===== src/rtl/lf_ssp_tx.sv =====
// LF sample serializer toward the ARM SSP port: a small sample FIFO feeding an
// MSB-first shifter with generated ssp_clk and a one-bit-period frame marker.
module lf_ssp_tx #(
  parameter int unsigned HALF_PERIOD = 2,
  parameter int unsigned FIFO_DEPTH  = 4
) (
  input  logic       pck0,
  input  logic       nrst,
  input  logic [7:0] sample_d,
  input  logic       sample_valid,
  output logic       sample_ready,
  input  logic       enable,
  input  logic       ovf_clr,
  output logic       ssp_clk,
  output logic       ssp_frame,
  output logic       ssp_din,
  output logic       busy,
  output logic       overflow
);

  localparam int unsigned PTR_W = $clog2(FIFO_DEPTH);
  localparam int unsigned CNT_W = PTR_W + 1;
  localparam logic [CNT_W-1:0] FULL_CNT  = CNT_W'(FIFO_DEPTH);
  localparam logic [CNT_W-1:0] EMPTY_CNT = {CNT_W{1'b0}};
  localparam logic [7:0]       HALF_LAST = 8'(HALF_PERIOD - 1);

  typedef enum logic {IDLE = 1'b0, SHIFT = 1'b1} state_t;

  logic [7:0]       mem_r [FIFO_DEPTH];
  logic [PTR_W-1:0] wr_ptr_r, rd_ptr_r;
  logic [CNT_W-1:0] count_r, count_n;
  logic             push_s, drop_s, pop_s, have_data_s;

  state_t     state_r, state_n;
  logic [7:0] half_r, half_n;
  logic       phase_r, phase_n;
  logic [2:0] bit_r, bit_n;
  logic [7:0] shift_r, shift_n;

  // FIFO push/drop decode and occupancy update
  always_comb begin
    push_s      = sample_valid && (count_r != FULL_CNT);
    drop_s      = sample_valid && (count_r == FULL_CNT);
    have_data_s = (count_r != EMPTY_CNT);
    if (push_s && !pop_s) begin
      count_n = count_r + CNT_W'(1);
    end else if (pop_s && !push_s) begin
      count_n = count_r - CNT_W'(1);
    end else begin
      count_n = count_r;
    end
  end

  // FIFO storage, pointers and count
  always_ff @(posedge pck0 or negedge nrst) begin
    if (!nrst) begin
      for (int i = 0; i < FIFO_DEPTH; i++) mem_r[i] <= 8'h00;
      wr_ptr_r <= {PTR_W{1'b0}};
      rd_ptr_r <= {PTR_W{1'b0}};
      count_r  <= EMPTY_CNT;
    end else begin
      if (push_s) begin
        mem_r[wr_ptr_r] <= sample_d;
        wr_ptr_r        <= wr_ptr_r + PTR_W'(1);
      end
      if (pop_s) begin
        rd_ptr_r <= rd_ptr_r + PTR_W'(1);
      end
      count_r <= count_n;
    end
  end

  // Shifter FSM: a bit period is a low half then a high half of HALF_PERIOD cycles
  always_comb begin
    state_n = state_r;
    half_n  = half_r;
    phase_n = phase_r;
    bit_n   = bit_r;
    shift_n = shift_r;
    pop_s   = 1'b0;
    case (state_r)
      IDLE: begin
        if (enable && have_data_s) begin
          pop_s   = 1'b1;
          shift_n = mem_r[rd_ptr_r];
          half_n  = 8'd0;
          phase_n = 1'b0;
          bit_n   = 3'd0;
          state_n = SHIFT;
        end else begin
          state_n = IDLE;
        end
      end
      SHIFT: begin
        if (half_r != HALF_LAST) begin
          half_n = half_r + 8'd1;
        end else if (!phase_r) begin
          half_n  = 8'd0;
          phase_n = 1'b1;
        end else begin
          half_n  = 8'd0;
          phase_n = 1'b0;
          if (bit_r != 3'd7) begin
            bit_n   = bit_r + 3'd1;
            shift_n = {shift_r[6:0], 1'b0};
          end else if (enable && have_data_s) begin
            // next byte follows with no gap cycle
            pop_s   = 1'b1;
            shift_n = mem_r[rd_ptr_r];
            bit_n   = 3'd0;
          end else begin
            bit_n   = 3'd0;
            state_n = IDLE;
          end
        end
      end
      default: begin
        state_n = IDLE;
      end
    endcase
  end

  // FSM state register
  always_ff @(posedge pck0 or negedge nrst) begin
    if (!nrst) begin
      state_r <= IDLE;
      half_r  <= 8'd0;
      phase_r <= 1'b0;
      bit_r   <= 3'd0;
      shift_r <= 8'h00;
    end else begin
      state_r <= state_n;
      half_r  <= half_n;
      phase_r <= phase_n;
      bit_r   <= bit_n;
      shift_r <= shift_n;
    end
  end

  // Registered outputs, derived from next state so they align with the state registers
  always_ff @(posedge pck0 or negedge nrst) begin
    if (!nrst) begin
      ssp_clk      <= 1'b0;
      ssp_frame    <= 1'b0;
      ssp_din      <= 1'b0;
      busy         <= 1'b0;
      sample_ready <= 1'b1;
      overflow     <= 1'b0;
    end else begin
      ssp_clk      <= (state_n == SHIFT) && phase_n;
      ssp_frame    <= (state_n == SHIFT) && (bit_n == 3'd0);
      ssp_din      <= (state_n == SHIFT) && shift_n[7];
      busy         <= (state_n == SHIFT);
      sample_ready <= (count_n != FULL_CNT);
      if (drop_s) begin
        overflow <= 1'b1;
      end else if (ovf_clr) begin
        overflow <= 1'b0;
      end else begin
        overflow <= overflow;
      end
    end
  end

endmodule


===== config.mk =====
export PLATFORM = sky130hd
export DESIGN_NAME = lf_ssp_tx
export DESIGN_NICKNAME = d
export VERILOG_FILES = /design/src/rtl/lf_ssp_tx.sv
export SDC_FILE = /design/constraint.sdc
export NUM_CORES = 1
export LEC_CHECK = 0
export BUFFER_PORTS_ARGS = -buffer_cell sky130_fd_sc_hd__buf_2
export CAP_MARGIN = 20
export CORE_MARGIN = 1
export CORE_UTILIZATION = 30
export DETAILED_ROUTE_END_ITERATION = 10
export PLACE_DENSITY = 0.56
export SYNTH_ARGS = -nofsm -noshare
export SYNTH_HDL_FRONTEND = slang
export SYNTH_SLANG_ARGS = --single-unit

===== constraint.sdc =====
create_clock -name pck0 -period 3.58 [get_ports pck0]
set_clock_uncertainty 0.2 [all_clocks]
set_input_delay 1.074 -clock pck0 [delete_from_list [all_inputs] [get_ports pck0]]
set_output_delay 1.074 -clock pck0 [all_outputs]
set_load 0.1 [all_outputs]

---- Word level (Yosys, flattened, before mapping) ----
Index checks and enable logic that the tools add are counted.
word-level totals
  register bits ........................... 65
  bits of input ports ..................... 13
  output and inout bits ................... 6
  word-level logic and storage cells ...... 89
cells by class
  $add $sub $neg .......................... 6
  $lt $le $gt $ge ......................... 3
  eq/ne operators ......................... 8
  multiplexer cells ....................... 36
  bitwise gates (word level) .............. 3
  reduce and logical (&&, ||, !) cells .... 15
operator list
  kind                                                                  number
  8-bit two-way mux                                                     9
  32-bit bitwise mux                                                    1
  8-bit case mux with 2 select lines                                    2
  3-bit two-way mux                                                     6
  8-bit binary-select mux with 2-bit select                             1
  8-bit demux with 2-bit select                                         1
  1-bit two-way mux                                                     12
  1-bit logical AND                                                     9
  3-bit != test, second input constant                                  3
  8-bit by 1-bit adder with 8-bit output, second input constant         1
  8-bit by 1-bit != test with 1-bit output, second input constant       1
  3-bit by 1-bit adder with 3-bit output, second input constant         2
  3-bit >= comparator, second input constant                            2
  2-bit inverter with 3-bit output                                      2
  1-bit case mux with 2 select lines                                    3
  3-bit case mux with 2 select lines                                    1
  2-bit by 1-bit adder with 2-bit output, second input constant         2
  2-bit != test, second input constant                                  2
  3-bit equality test, second input constant                            1
  3-bit zero test                                                       1
  3-bit by 1-bit < comparator with 1-bit output, second input constant  1
  3-bit nonzero test                                                    1
  3-bit by 1-bit subtractor with 3-bit output, second input constant    1
  1-bit zero test                                                       2
  other kinds (4)                                                       4

---- Logic depth before layout (Yosys ltp) ----
Gate-level depths: netlist of the first run.
  depth after elaboration ................. 11
  mapped depth ............................ 9
  mapped depth without buffers ............ 8

---- Worst setup path after synthesis of the first run ----
OpenSTA, ideal clock, no wires.
  path kind ............................... reg-to-reg
  from .................................... register, netlist name busy
  to ...................................... register sample_ready
  library setup time ...................... 0.073 ns
  arrival time ............................ 2.305 ns
  data required time ...................... 3.307 ns
  path slack .............................. 1.002 ns
  stages on the path, launching flop included .. 7
  buffers on the path ..................... 1
  clock period less this slack ............ 2.578 ns
  cells stage by stage .................... dfrtp_1 clkbuf_1 o31ai_4 and3_2 a32o_2 o221a_1 o21bai_1
RTL lines
  element               line  RTL
  to (signal assigned)  154   sample_ready <= (count_n != FULL_CNT);
  to (decl)             11    output logic sample_ready,

---- Final worst setup path of the first run ----
  from .................................... register half_r[1]
  to ...................................... register sample_ready
on the way
  cells in the longest elaborated chain, start to end .. 7
  elaborated cells on any way between the ends .. 9
  those cells by class .................... eq/ne: 2; mux: 4; reduce/logical: 3
RTL lines
  element                                                 line    RTL
  from (decl)                                             35      logic [7:0] half_r, half_n;
  from (signal assigned)                                  133     half_r <= half_n;
  8-bit by 1-bit != test with 1-bit output *              95      if (half_r != HALF_LAST) begin
  1-bit two-way mux *                                     95
  1-bit case mux with 2 select lines *                    81      case (state_r)
  1-bit logical AND or 1-bit zero test (tied branches)    47, 45
  3-bit two-way mux or 1-bit logical AND (tied branches)  47, 45
  3-bit two-way mux *                                     45      if (push_s && !pop_s) begin
  3-bit != test *                                         154
Mark *: on every way between the ends. The rest lies on a longest branch, timed or not.
A chain may end at the register's enable or synchronous reset.

==> results.json, run 1 <==
{
  "vias_per_cell": 4.85,
  "synth_compound_area_share_pct": 10.9,
  "drt-initial-drc-count": 75,
  "overflow": 0,
  "grt_max_degree": 49,
  "holdWs_ns": 0.305,
  "synth.area.top_cells": "dfrtp_1, mux2_2, mux4_2",
  "arrival_ns": 2.68,
  "synth_cells": 271,
  "p_per_area_mw_per_mm2": 861,
  "max_freq_ghz": 0.383,
  "hold_viol_final": 0,
  "dp_slack_ns": 0.868,
  "synth_simple_gate_area_share_pct": 11.1,
  "grt_pass1_wl_um": 10700,
  "path_class": "reg2reg",
  "post_route_cells_drive_above_1_share_pct": 29.5,
  "avgSynthCellArea_um2": 11.8,
  "relSlewSlack_pct": 58.7,
  "synth_top_area_share_pct": 50.3,
  "route.detailed.drc": 0,
  "synth-xor-area-share_pct": 2.20,
  "tightest_slew_ns": 0.618,
  "layout.nets": 317,
  "syn-cell-area_mm2": 0.00319,
  "dr.pass1.iters": 4,
  "fin_crit_ns": 2.61,
  "synth-main-ff-cell": "dfrtp_1",
  "antenna_found_initial": 0,
  "worstPathRequired_ns": 3.65,
  "first_global_vias": 2158,
  "cts_setup_buffers": 0,
  "seqCellArea_mm2": 0.00163,
  "numClockSinks": 65,
  "status": "finished clean",
  "timing.final.crit_share_pct": 72.9,
  "clk_pin_slew_ns": 0.07,
  "clockBufferDepth": 2,
  "cp-end-kind": "flop",
  "grt_usage_pct": 12.5,
  "gp_congestion": 0.748,
  "vias": 2105,
  "worst_setup_path_start_kind": "flop",
  "synth_top_cell_by_area": "dfrtp_1",
  "ioPinCount": 19,
  "root_buffer": "clkbuf_8",
  "coreArea_mm2": 0.0103,
  "diodes": 0,
  "ys_ff_latch": 65,
  "wl_per_cell_um": 14.4,
  "synth_common_cells": "dfrtp_1, mux2_2, nand2_1, o21ai_0, nor2_1",
  "setup_violations": 0,
  "hold_class": "reg2reg",
  "yosys.area_share.adder_pct": 4.32,
  "peakVddDrop_mv": 0.412,
  "start_util_pct": 30.9,
  "yosys-mux-area-fraction_pct": 18.2,
  "seq_area_frac_synth_pct": 51.1,
  "synth.most_common_cell": "dfrtp_1",
  "synth_cell_types": 47,
  "p_leak_nw": 1.58,
  "async_flop_share_pct": 100,
  "cts_resized": 0,
  "totalWireLength_um": 6250,
  "timing.max_cap.violations": 0,
  "clock_latency_ns": 0.34,
  "synth-edff-count": 0,
  "worstPathMaxFanout": 5,
  "cts_tree": "done",
  "ant_nets": 0,
  "rsz0062_at_grt": "no",
  "setup_ws_ns": 0.972,
  "ys.warnings.count": 0,
  "multi_input_area_mm2": 0.00149,
  "rows": 37,
  "final.setup.tns_ns": 0,
  "final_max_slew_viol_count": 0,
  "synth_top_family_by_area": "multiplexers",
  "cts_buffers": 9,
  "htree_levels": 3,
  "die_x_um": 105,
  "chipHeight_um": 105,
  "dieArea_mm2": 0.0110,
  "hpwl_um": 4280,
  "synthesis.nets": 295,
  "cts_hold_buffers": 0,
  "io_buffer_count": 18,
  "fillCellCount": 1013,
  "syn_to_final_growth_pct": 14.5
}
## where the power goes
group / total, mW / switching, mW / internal [mW]
combinational: 1.16 / 0.593 / 0.571
clock: 0.666 / 0.277 / 0.388
sequential: 1.31 / 0.250 / 1.06
total: 3.14 / 1.12 / 2.02
## cells in the final DEF (no fill, tap or decap), drive strengths merged, types with 4 or more instances in the layout
| cell | n |
|---|---|
| buf | 20 |
| nand2 | 29 |
| nor3 | 4 |
| ha | 11 |
| clkbuf | 10 |
| nand3 | 7 |
| mux2 | 33 |
| xnor2 | 7 |
| and3 | 5 |
| a21oi | 7 |
| inv | 9 |
| nor2 | 16 |
| dfrtp | 64 |
| o22ai | 6 |
| mux2i | 5 |
| a21boi | 6 |
| o21ai | 21 |
| mux4 | 7 |
## registers in the layout, indices dropped and copies added (netlist names)
signal	flops
mem_r	32
half_r	8
shift_r	8
bit_r	3
count_r	3
rd_ptr_r	2
wr_ptr_r	2
busy	1
overflow	1
phase_r	1
sample_ready	1
ssp_clk	1
ssp_din	1
ssp_frame	1
## cells by family after synthesis
| logic type | Yosys count |
|---|---|
| simple gates | 72 |
| flops | 65 |
| fa+ha+maj | 11 |
| mux | 45 |
| xor+xnor | 8 |
| buf+inv | 18 |
| compound gates | 52 |
## per-stage QoR
stage	power, mW	instance area (um^2)	utilization [%]	cells
finish	3.14	3650	35.3	434
global route	3.37	3650	35.3	434
global placement	2.46	3440	33.3	418
floorplan	2.23	3190	-	271
CTS	3.18	3650	35.3	434
detailed placement	2.50	3440	33.3	418
## critical path, cell delays in order, from the launching register on
cell      delay (ns)
dfrtp_1         0.42
inv_1           0.07
ha_1            0.15
or4bb_1         0.57
o31ai_4         0.33
nand2_2         0.12
a32o_2          0.30
o221a_1         0.24
o21bai_1        0.14
## final cells by class
class	count	share of cell area (%)
clock inverters	6	2.26
multi-input cells	188	40.8
repair buffers	20	3.22
inverters	9	0.926
clock buffers	10	3.50
well taps	136	4.67
flip-flops and latches	65	44.6
## layer usage
metal  vias to the layer above  GRT usage (%)  routed length [um]
li1                       1012              -                   -
met1                      1050           15.9                2960
met2                        38           20.3                3010
met3                         5           4.30                 239
met4                         0           3.32                  38
met5                         -              0                   0
## worst paths after layout
path	from	to	slack [ns]	cells after the start
worst max-delay path	half_r[1]$_DFFE_PN0P_	sample_ready$_DFF_PN1_	0.97	8
worst min-delay path	mem_r[1]$_DFFE_PN0P_	mem_r[1]$_DFFE_PN0P_	0.30	1
worst max register to register	half_r[1]$_DFFE_PN0P_	sample_ready$_DFF_PN1_	0.97	8
worst min register to register	mem_r[1]$_DFFE_PN0P_	mem_r[1]$_DFFE_PN0P_	0.30	1
max in group asynchronous	nrst	shift_r[1]$_DFFE_PN0P_	2.11	2
min in group asynchronous	nrst	ssp_clk$_DFF_PN0_	0.47	1
Power figures use the tool's default switching activity.
==> run 2, diff against run 1 <==
--- a/config.mk
+++ b/config.mk
@@ -5,6 +5,7 @@
 export SDC_FILE = /design/constraint.sdc
 export NUM_CORES = 1
 export LEC_CHECK = 0
+export ABC_AREA = 1
 export BUFFER_PORTS_ARGS = -buffer_cell sky130_fd_sc_hd__buf_2
 export CAP_MARGIN = 20
 export CORE_MARGIN = 1
==> constraint.sdc (replaced) <==
create_clock -name pck0 -period 2.72 [get_ports pck0]
set_clock_uncertainty 0.2 [all_clocks]
set_input_delay 0.816 -clock pck0 [delete_from_list [all_inputs] [get_ports pck0]]
set_output_delay 0.816 -clock pck0 [all_outputs]
set_load 0.1 [all_outputs]
==> run 2 against run 1 <==
Net effect:
- wire length is 5.6% higher
- utilization is 0.27 points lower
- power is 29% higher
- critical path type is now reg2out
- largest power group unchanged
- setup slack worse by 0.57 ns
- global-route usage rose by 0.76 points
- sequential share of layout area is 0.26 points lower
- largest cell class unchanged
- die area is 2.6% higher
- sequential power rose by 29%
- flip-flop and latch count unchanged
- cell area grew 0.58%
- non-clock buffer count is 1 higher
==> results.json, run 2 <==
{
  "synth-main-ff-cell": "dfrtp_1",
  "synth.area.top_cells": "dfrtp_1, nand2_1, o21ai_0",
  "async_flop_share_pct": 100,
  "fin_crit_ns": 2.32,
  "path_buf_inv": 1,
  "status": "finished clean",
  "root_buffer": "clkbuf_8",
  "crit_chain": "buf_2",
  "cts_tree": "done",
  "cts_buffers": 9,
  "dr.pass1.iters": 4,
  "tightest_slew_ns": 0.599,
  "syn_to_final_growth_pct": 12.2,
  "cp_slowest_cell": "dfrtp_1",
  "first_global_vias": 2459,
  "wl_per_cell_um": 12.2,
  "ys_ff_latch": 65,
  "vias": 2465,
  "ys.warnings.count": 0,
  "start_util_pct": 31.3,
  "hpwl_um": 4700,
  "overflow": 0,
  "antenna_found_initial": 0,
  "ioPinCount": 19,
  "synth_cells": 382,
  "grt_pass1_wl_um": 11800,
  "path_class": "reg2out",
  "totalWireLength_um": 6600,
  "syn-cell-area_mm2": 0.00327,
  "synth-edff-count": 0,
  "cpPeakStageDelay_ns": 0.49,
  "ant_nets": 0,
  "worstPathMaxFanout": 7,
  "synth_top_cell_by_area": "dfrtp_1",
  "cts_hold_buffers": 0,
  "relSlewSlack_pct": 60.0,
  "holdWs_ns": 0.281,
  "setup_violations": 0,
  "worst_setup_path_start_kind": "flop",
  "max_freq_ghz": 0.431,
  "final.setup.tns_ns": 0,
  "diodes": 0,
  "layout_common_cells": "nand2_1, dfrtp_1, inv_1",
  "r2r-start": "count_r[0]$_DFF_PN0_",
  "final_common_cell": "nand2_1",
  "rsz0062_at_grt": "no",
  "io_buffer_count": 18,
  "cp-end-kind": "output pin",
  "p_leak_nw": 1.81,
  "avgSynthCellArea_um2": 8.56,
  "peakVddDrop_mv": 0.379,
  "synth_cell_types": 33,
  "clk_pin_slew_ns": 0.07,
  "regToRegSetupSlack_ns": 0.78,
  "numClockSinks": 65,
  "synth.most_common_cell": "nand2_1",
  "cp_top_family": "flip-flops",
  "synth_common_cells": "nand2_1, dfrtp_1, inv_1, o21ai_0, nor2_1",
  "grt_max_degree": 25,
  "route.detailed.drc": 0,
  "timing.max_cap.violations": 0,
  "regMostFlops": "mem_r",
  "coreArea_mm2": 0.0105,
  "final_max_slew_viol_count": 0,
  "chipHeight_um": 106,
  "grt_usage_pct": 13.3,
  "hold_class": "in2async",
  "synth_top_area_share_pct": 49.0,
  "die_x_um": 106,
  "drt-initial-drc-count": 115,
  "hold_viol_final": 0,
  "dieArea_mm2": 0.0113,
  "vias_per_cell": 4.55,
  "synthesis.nets": 406,
  "seq_area_frac_synth_pct": 49.8,
  "p_per_area_mw_per_mm2": 1110,
  "largest_reg_flops": 32,
  "worstPathRequired_ns": 1.70,
  "timing.final.crit_share_pct": 85.4,
  "r2r_cells": 12,
  "cts_resized": 0,
  "layout.nets": 426,
  "post_route_cells_drive_above_1_share_pct": 16.7,
  "gp_congestion": 0.804,
  "clockBufferDepth": 2,
  "arrival_ns": 1.31,
  "htree_levels": 3,
  "cts_setup_buffers": 0,
  "reg.largest.list": "mem_r x32, half_r x8, shift_r x8",
  "clock_latency_ns": 0.34,
  "timing.rr.end": "sample_ready$_DFF_PN1_",
  "rows": 37
}
-- run 2: cell types whose count changed in the layout (fill, tap and decap cells not counted), moves of 10 or more --
cell     change
mux2_2      -33
o21ai_0     +10
inv_1       +25
nor2_1      +11
nand2_1     +74
o21ai_1     +16
-- run 2: worst max path at each step --
stage          slack (ns)            from  depth (start not counted)                endpoint
2_1_floorplan        0.56  busy$_DFF_PN0_                          6  shift_r[1]$_DFFE_PN0P_
3_3_place_gp         0.69          enable                         10  sample_ready$_DFF_PN1_
3_5_place_dp         0.65          enable                         10  sample_ready$_DFF_PN1_
4_1_cts              0.39  busy$_DFF_PN0_                          1                    busy
5_1_grt              0.35  busy$_DFF_PN0_                          1                    busy
6_report             0.40  busy$_DFF_PN0_                          1                    busy
-- run 2: stage by stage --
| step | power [mW] | instances | utilization, % | setup slack (ns) | cell area [um^2] |
|---|---|---|---|---|---|
| 2_1_floorplan | 3.01 | 382 | - | 0.558 | 3270 |
| 3_3_place_gp | 3.33 | 527 | 33.5 | 0.691 | 3510 |
| 3_5_place_dp | 3.37 | 527 | 33.5 | 0.654 | 3510 |
| 4_1_cts | 4.09 | 542 | 35.1 | 0.388 | 3670 |
| 5_1_grt | 4.41 | 542 | 35.1 | 0.353 | 3670 |
| 6_report | 4.05 | 542 | 35.1 | 0.398 | 3670 |
-- run 2: cells by family after synthesis --
family          share of synthesized area, %
fa+ha+maj                               4.21
flops                                   49.8
compound gates                          12.6
xor+xnor                                2.68
simple gates                            23.5
buf+inv                                 7.23
-- run 2: final cells by class --
type,instances,area (um^2)
multi-input combinational,262,1410
clock buffer,12,145
tap,136,170
timing repair buffer,21,138
clock inverter,3,17.5
fill,1124,6790
inverter,43,164
sequential,65,1630
-- run 2: metal layers --
| metal | GRT usage, % | vias to the layer above | routed length [um] |
|---|---|---|---|
| met5 | 0 | - | 0 |
| met4 | 6.07 | 0 | 125 |
| met3 | 2.39 | 7 | 181 |
| met2 | 20.9 | 27 | 2950 |
| met1 | 17.7 | 1161 | 3340 |
| li1 | - | 1270 | - |
-- run 2: where the power goes --
group	internal (mW)	switching, mW	total, mW
Sequential	1.40	0.295	1.69
Clock	0.348	0.361	0.709
Combinational	0.552	1.10	1.66
